`config.mk`:
```
export PLATFORM = sky130hd
export DESIGN_NAME = param_register_file_flat
export DESIGN_NICKNAME = d
export VERILOG_FILES = /design/src/rtl/param_register_file_if.sv /design/src/rtl/param_register_file.sv /design/src/flat_wrapper.sv
export SDC_FILE = /design/constraint.sdc
export NUM_CORES = 2
export LEC_CHECK = 0
export CAP_MARGIN = 20
export CORE_ASPECT_RATIO = 0.8
export CORE_MARGIN = 2
export CORE_UTILIZATION = 40
export CTS_BUF_LIST = sky130_fd_sc_hd__clkbuf_2
export CTS_CLUSTER_SIZE = 24
export DETAILED_ROUTE_END_ITERATION = 6
export GPL_TIMING_DRIVEN = 0
export PLACE_DENSITY = 0.55
export SYNTH_ARGS = -nofsm -noshare
export SYNTH_HDL_FRONTEND = slang
export SYNTH_SLANG_ARGS = --single-unit
```
`constraint.sdc`:
```
create_clock -name Clock -period 5.8 [get_ports Clock]
set_input_delay 0.87 -clock Clock [delete_from_list [all_inputs] [get_ports Clock]]
set_output_delay 0.87 -clock Clock [all_outputs]
set_load 0.005 [all_outputs]
```
`src/rtl/param_register_file_if.sv`:
```
// Decoder/ALU-side bus of the parametrised register file: write port, two read
// ports and the soft-clear handshake.
interface param_register_file_if #(
    parameter int DATA_WIDTH = 16,
    parameter int ADDR_WIDTH = 6
);
    logic                  WriteEnable;
    logic [ADDR_WIDTH-1:0] WriteAddress;
    logic [DATA_WIDTH-1:0] WriteData;
    logic [ADDR_WIDTH-1:0] ReadAddressA;
    logic [DATA_WIDTH-1:0] ReadDataA;
    logic [ADDR_WIDTH-1:0] ReadAddressB;
    logic [DATA_WIDTH-1:0] ReadDataB;
    logic                  Clear;
    logic                  Busy;
    logic                  ClearDone;

    modport master (
        output WriteEnable, WriteAddress, WriteData, ReadAddressA, ReadAddressB, Clear,
        input  ReadDataA, ReadDataB, Busy, ClearDone
    );

    modport slave (
        input  WriteEnable, WriteAddress, WriteData, ReadAddressA, ReadAddressB, Clear,
        output ReadDataA, ReadDataB, Busy, ClearDone
    );
endinterface

```
`src/rtl/param_register_file.sv`:
```
// Parametrised dual-read register file with optional zero register, write-first
// bypass, registered reads and a one-register-per-cycle soft-clear sweep.
module param_register_file #(
    parameter int DATA_WIDTH      = 16,
    parameter int ADDR_WIDTH      = 6,
    parameter int ZERO_REG        = 0,
    parameter int BYPASS          = 1,
    parameter int READ_REGISTERED = 0
) (
    input  logic                    Clock,
    input  logic                    nReset,
    param_register_file_if.slave    bus
);
    localparam int DEPTH = 1 << ADDR_WIDTH;

    typedef enum logic [1:0] {IDLE, SWEEP, DONE} state_t;

    state_t                state;
    logic [ADDR_WIDTH-1:0] clear_ptr;
    logic                  busy_q;
    logic                  done_q;
    logic [DATA_WIDTH-1:0] regs [DEPTH];

    logic                  write_accept;
    logic                  write_store;
    logic                  zero_a, zero_b;
    logic                  hit_a, hit_b;
    logic [DATA_WIDTH-1:0] sel_a, sel_b;

    assign write_accept = bus.WriteEnable && !busy_q;
    assign write_store  = write_accept && !(ZERO_REG != 0 && bus.WriteAddress == '0);

    // NOTE: state registers use non-blocking assignments so every flop samples pre-edge values.
    always_ff @(posedge Clock or negedge nReset) begin
        if (!nReset) begin
            state     <= IDLE;
            clear_ptr <= '0;
            busy_q    <= 1'b0;
            done_q    <= 1'b0;
        end else begin
            case (state)
                IDLE: begin
                    done_q <= 1'b0;
                    if (bus.Clear) begin
                        state     <= SWEEP;
                        clear_ptr <= '0;
                        busy_q    <= 1'b1;
                    end
                end
                SWEEP: begin
                    clear_ptr <= clear_ptr + 1'b1;
                    if (clear_ptr == '1) begin
                        state  <= DONE;
                        done_q <= 1'b1;
                    end
                end
                DONE: begin
                    state  <= IDLE;
                    busy_q <= 1'b0;
                    done_q <= 1'b0;
                end
                default: begin
                    state  <= IDLE;
                    busy_q <= 1'b0;
                    done_q <= 1'b0;
                end
            endcase
        end
    end

    // NOTE: the array is reset explicitly because reset must leave every register at zero, not X.
    always_ff @(posedge Clock or negedge nReset) begin
        if (!nReset) begin
            for (int i = 0; i < DEPTH; i++) regs[i] <= '0;
        end else begin
            // Writes are blocked while busy, so they never collide with the sweep.
            if (write_store)     regs[bus.WriteAddress] <= bus.WriteData;
            if (state == SWEEP)  regs[clear_ptr]        <= '0;
        end
    end

    assign zero_a = (ZERO_REG != 0) && (bus.ReadAddressA == '0);
    assign zero_b = (ZERO_REG != 0) && (bus.ReadAddressB == '0);
    assign hit_a  = (BYPASS != 0) && write_accept && (bus.WriteAddress == bus.ReadAddressA);
    assign hit_b  = (BYPASS != 0) && write_accept && (bus.WriteAddress == bus.ReadAddressB);

    assign sel_a = zero_a ? '0 : (hit_a ? bus.WriteData : regs[bus.ReadAddressA]);
    assign sel_b = zero_b ? '0 : (hit_b ? bus.WriteData : regs[bus.ReadAddressB]);

    generate
        if (READ_REGISTERED != 0) begin : g_read_reg
            logic [DATA_WIDTH-1:0] rd_a_q, rd_b_q;

            always_ff @(posedge Clock or negedge nReset) begin
                if (!nReset) begin
                    rd_a_q <= '0;
                    rd_b_q <= '0;
                end else begin
                    rd_a_q <= sel_a;
                    rd_b_q <= sel_b;
                end
            end

            assign bus.ReadDataA = rd_a_q;
            assign bus.ReadDataB = rd_b_q;
        end else begin : g_read_comb
            assign bus.ReadDataA = sel_a;
            assign bus.ReadDataB = sel_b;
        end
    endgenerate

    assign bus.Busy      = busy_q;
    assign bus.ClearDone = done_q;
endmodule

```
`src/flat_wrapper.sv`:
```
// flat-port wrapper written by rule: the top's interface ports become plain ports
module param_register_file_flat 
#(
    parameter int DATA_WIDTH      = 16,
    parameter int ADDR_WIDTH      = 6,
    parameter int ZERO_REG        = 0,
    parameter int BYPASS          = 1,
    parameter int READ_REGISTERED = 0
)
  (Clock, nReset, bus_WriteEnable, bus_WriteAddress, bus_WriteData, bus_ReadAddressA, bus_ReadAddressB, bus_Clear, bus_ReadDataA, bus_ReadDataB, bus_Busy, bus_ClearDone);
  param_register_file_if #(.DATA_WIDTH(DATA_WIDTH), .ADDR_WIDTH(ADDR_WIDTH)) bus_i ();
  input  logic Clock;
  input  logic nReset;
  input wire logic [$bits(bus_i.WriteEnable)-1:0] bus_WriteEnable;
  input wire logic [$bits(bus_i.WriteAddress)-1:0] bus_WriteAddress;
  input wire logic [$bits(bus_i.WriteData)-1:0] bus_WriteData;
  input wire logic [$bits(bus_i.ReadAddressA)-1:0] bus_ReadAddressA;
  input wire logic [$bits(bus_i.ReadAddressB)-1:0] bus_ReadAddressB;
  input wire logic [$bits(bus_i.Clear)-1:0] bus_Clear;
  output wire logic [$bits(bus_i.ReadDataA)-1:0] bus_ReadDataA;
  output wire logic [$bits(bus_i.ReadDataB)-1:0] bus_ReadDataB;
  output wire logic [$bits(bus_i.Busy)-1:0] bus_Busy;
  output wire logic [$bits(bus_i.ClearDone)-1:0] bus_ClearDone;
  assign bus_i.WriteEnable = bus_WriteEnable;
  assign bus_i.WriteAddress = bus_WriteAddress;
  assign bus_i.WriteData = bus_WriteData;
  assign bus_i.ReadAddressA = bus_ReadAddressA;
  assign bus_i.ReadAddressB = bus_ReadAddressB;
  assign bus_i.Clear = bus_Clear;
  assign bus_ReadDataA = bus_i.ReadDataA;
  assign bus_ReadDataB = bus_i.ReadDataB;
  assign bus_Busy = bus_i.Busy;
  assign bus_ClearDone = bus_i.ClearDone;
  param_register_file #(.DATA_WIDTH(DATA_WIDTH), .ADDR_WIDTH(ADDR_WIDTH), .ZERO_REG(ZERO_REG), .BYPASS(BYPASS), .READ_REGISTERED(READ_REGISTERED)) u_core (.Clock(Clock), .nReset(nReset), .bus(bus_i));
endmodule
```
==> results.py <==
metrics = {
    "grt": {
        "globalRouteOverflowTotal": 0,
        "first_global_vias": 55195,
        "antenna_found_initial": 38,
        "grt_pass1_wl_um": 477000,
        "grt_max_degree": 153,
        "grt_use_total_pct": 45.2,
    },
    "setup_path": {
        "slowest_delay_ns": 0.68,
        "crit_path_max_fanout": 11,
        "path_buf_inv": 5,
        "cp_cell_sequence": "clkdlybuf4s50_1, buf_4, nor2b_1, buf_2, buf_2, a22oi_1, nand3_1, nand4_1, a22oi_1, nand2_1, clkdlybuf4s50_1",
        "crit_family": "buffers and inverters",
        "start_kind": "input port",
        "crit_arrival_ns": 5.23,
        "end_kind": "primary output",
        "crit_slowest_cell": "clkdlybuf4s50_1",
        "cp_data_required_time_ns": 4.93,
        "setup.worst_path.class": "input port to primary output",
    },
    "layout": {
        "final_core_util_pct": 45.7,
        "fin_nets": 6873,
        "syn2layout_area_growth_pct": 12.9,
        "drive_above_1_share_pct": 16.3,
        "final-instance-count-excl-fill": 9049,
    },
    "floorplanning": {
        "initial_core_util_pct": 40.4,
        "core_um2": 150000,
        "fp.dieH_um": 353,
        "num_rows": 127,
        "dieArea_um2": 155000,
        "die_w_um": 440,
        "pin_count": 72,
    },
    "cts": {
        "clock_sinks": 1034,
        "clock_path_buffers": 4,
        "cts_setup_buffers": 0,
        "cts_tree": "built",
        "numCtsBuffers": 305,
        "path_clk_slew_ns": 0.10,
        "cts_max_level": 5,
        "clkLatencyLatePin_ns": 2.01,
        "cts-root-buf": "clkbuf_2",
    },
    "outcome": {
        "failed_checks": "DRC, setup timing",
        "status": "complete, but fails checks",
    },
    "drt": {
        "num_vias": 59878,
        "final_antenna_net_count": 0,
        "avgViaCountPerCell": 6.62,
        "drt_iter0_markers": 10219,
        "wl_um": 358000,
        "drcViolationCount": 22,
        "firstDrtPassIters": 7,
        "post_drt_wl_per_cell_um": 39.5,
    },
    "power": {
        "netSwitchingPower_w": 0.00656,
        "p_seq_share_pct": 45.1,
        "clkPwrFrac_pct": 33.6,
        "p_leak_nw": 30.9,
        "p_comb_share_pct": 21.4,
        "power.density_nw_per_um2": 249,
        "p_int_w": 0.0105,
        "switching_share_pct": 38.4,
        "vdd_drop_max_mv": 0.200,
    },
    "sta": {
        "timing.fmax_ghz": 0.164,
        "min_period_over_period_pct": 105,
        "hold_violations": 0,
        "tightestPinTransition_ns": 1.39,
        "finalSetupTns_ns": -3.89,
        "maxSlewHeadroom_pct": 7.30,
        "post-route-worst-setup-slack_ns": -0.301,
        "skew_ns": 0.163,
        "finalSetupViolCount": 27,
        "slew_viol_final": 0,
        "fin_crit_ns": 6.10,
    },
    "synth": {
        "syn_nets": 6380,
        "synth_edf_count": 0,
        "synth_warnings": 0,
        "synthArstFlopShare_pct": 100,
        "yosysSeqAreaShare_pct": 42.6,
        "synthFlopType": "dfrtp_1",
        "synth_cell_types": 62,
        "synth_seq_cells": 1034,
        "syn_area_per_cell_um2": 9.59,
        "synthesis.area_um2": 60800,
        "syn_inst": 6341,
    },
    "place": {
        "dpl.hpwl_um": 272000,
        "routabilityCongestion": 1.09,
        "dpl.cell_count": 8474,
        "io_buffers": 44,
        "pre_cts_ws_ns": -0.835,
    },
    "min_path": {
        "hp-class": "input port to register",
    },
    "run": {
        "cap_violations": 0,
    },
}
[area by class of cell]
cell class              instances  area, um2
diodes                         30       75.1
plain buffers                 633       3210
clock buffers                 449       2250
clock inverters                44        220
fillers                     15040      81700
inverters                       7       26.3
multi-input cells            4667      31800
flip-flops and latches       1034      25900
well taps                    1999       2500
repair buffers                186       2690
[routing by layer]
layer | vias up | global-route usage, % | part of all wire (%)
met2 | 4724 | 56.3 | 37
met5 | - | 2.20 | 0.15
met4 | 21 | 20.9 | 5.1
met1 | 30367 | 61.5 | 40
met3 | 889 | 25.7 | 17
li1 | 23877 | - | -
[Yosys cell counts (12+ instances only)]
cell / instances / area share, %
a21oi_1: 719 / 5.9
a221o_1: 14 / 0.23
a221oi_1: 16 / 0.23
a22oi_1: 362 / 4.5
buf_1: 34 / 0.21
buf_2: 240 / 2.0
buf_4: 64 / 0.79
buf_6: 22 / 0.41
clkbuf_1: 268 / 1.7
dfrtp_1: 1034 / 43
mux2_2: 16 / 0.30
mux2i_1: 1139 / 19
mux4_2: 153 / 5.7
nand2_1: 898 / 5.5
nand3_1: 556 / 4.6
nand4_1: 31 / 0.32
nor2_1: 459 / 2.8
nor2_4: 12 / 0.22
nor2_8: 12 / 0.40
o21ai_0: 169 / 1.4
o21ai_1: 12 / 0.099
[cells in the final DEF, fill, tap and decap left out, drive strengths merged, types with 41 or more instances in the layout]
cell type / count
a22oi: 362
dfrtp: 1034
nand2: 898
clkdlybuf4s50: 42
nand3: 558
dlygate4sd3: 41
o21ai: 181
clkbuf: 717
mux4: 153
nor2: 492
a21oi: 719
buf: 466
mux2i: 1139
[final timing paths]
kind / from / to / slack, ns / cells after the start
setup / recovery: bus_ReadAddressB[4] / bus_ReadDataB[12] / -0.30 / 11
hold / removal: bus_WriteData[9] / u_core.regs[745] / 0.05 / 4
setup reg to reg: u_core.bus.Busy / u_core.regs[385] / 1.53 / 9
hold reg to reg: u_core.bus.ClearDone / u_core.bus.ClearDone / 0.51 / 2
max in group asynchronous: nReset / u_core.regs[971] / 3.32 / 6
min in group asynchronous: nReset / u_core.regs[305] / 0.12 / 4
[metrics by stage]
| stage | power [W] | area (um2) | hold slack, ns |
|---|---|---|---|
| global placement | 0.0110 | 63700 | 0.505 |
| finish | 0.0171 | 68600 | 0.0536 |
| CTS | 0.0168 | 68400 | 0.00823 |
| detailed placement | 0.0112 | 65400 | 0.501 |
| floorplan | 0.00919 | 60800 | 0.491 |
| global route | 0.0174 | 68600 | 0.0323 |
[power by group through the flow]
| stage | registers, W | logic (W) | clock network, W |
|---|---|---|---|
| 5_1_grt | 0.00772 | 0.00364 | 0.00608 |
| 4_1_cts | 0.00769 | 0.00338 | 0.00571 |
| 6_report | 0.00771 | 0.00366 | 0.00574 |
| 2_1_floorplan | 0.00771 | 0.00147 | 0 |
| 3_3_place_gp | 0.00786 | 0.00312 | 0 |
| 3_5_place_dp | 0.00783 | 0.00335 | 0 |
[flip-flops by register name, indices dropped and copies added, names as in the netlist]
name / flops
u_core.bus.Busy: 1
u_core.bus.ClearDone: 1
u_core.clear_ptr: 6
u_core.regs: 1024
u_core.state: 2
[repair_timing]
action / 4_1_cts / 5_1_grt
hold endpoints to repair: 1190 / 0
gates resized for setup: 32 / 6
hold buffers: 42 / 0
setup endpoints to repair: 31 / 3
pin swaps: 0 / 1
[cell families after synthesis]
family	synth area share (%)
buffers and inverters	5.19
adders and majority gates	0.0206
and+or+nand+nor	14.7
DFF	42.6
xor gates and xnor gates	0.173
muxes	24.7
AOI/OAI and AO/OA	12.6
[worst min-delay path, delay by kind of cell]
family                 cells  cell delay [ns]
and+or+nand+nor            1             0.14
buffers and inverters      2             0.87
AOI/OAI and AO/OA          1             0.06
Note: power is estimated with default switching activity, not from simulation.
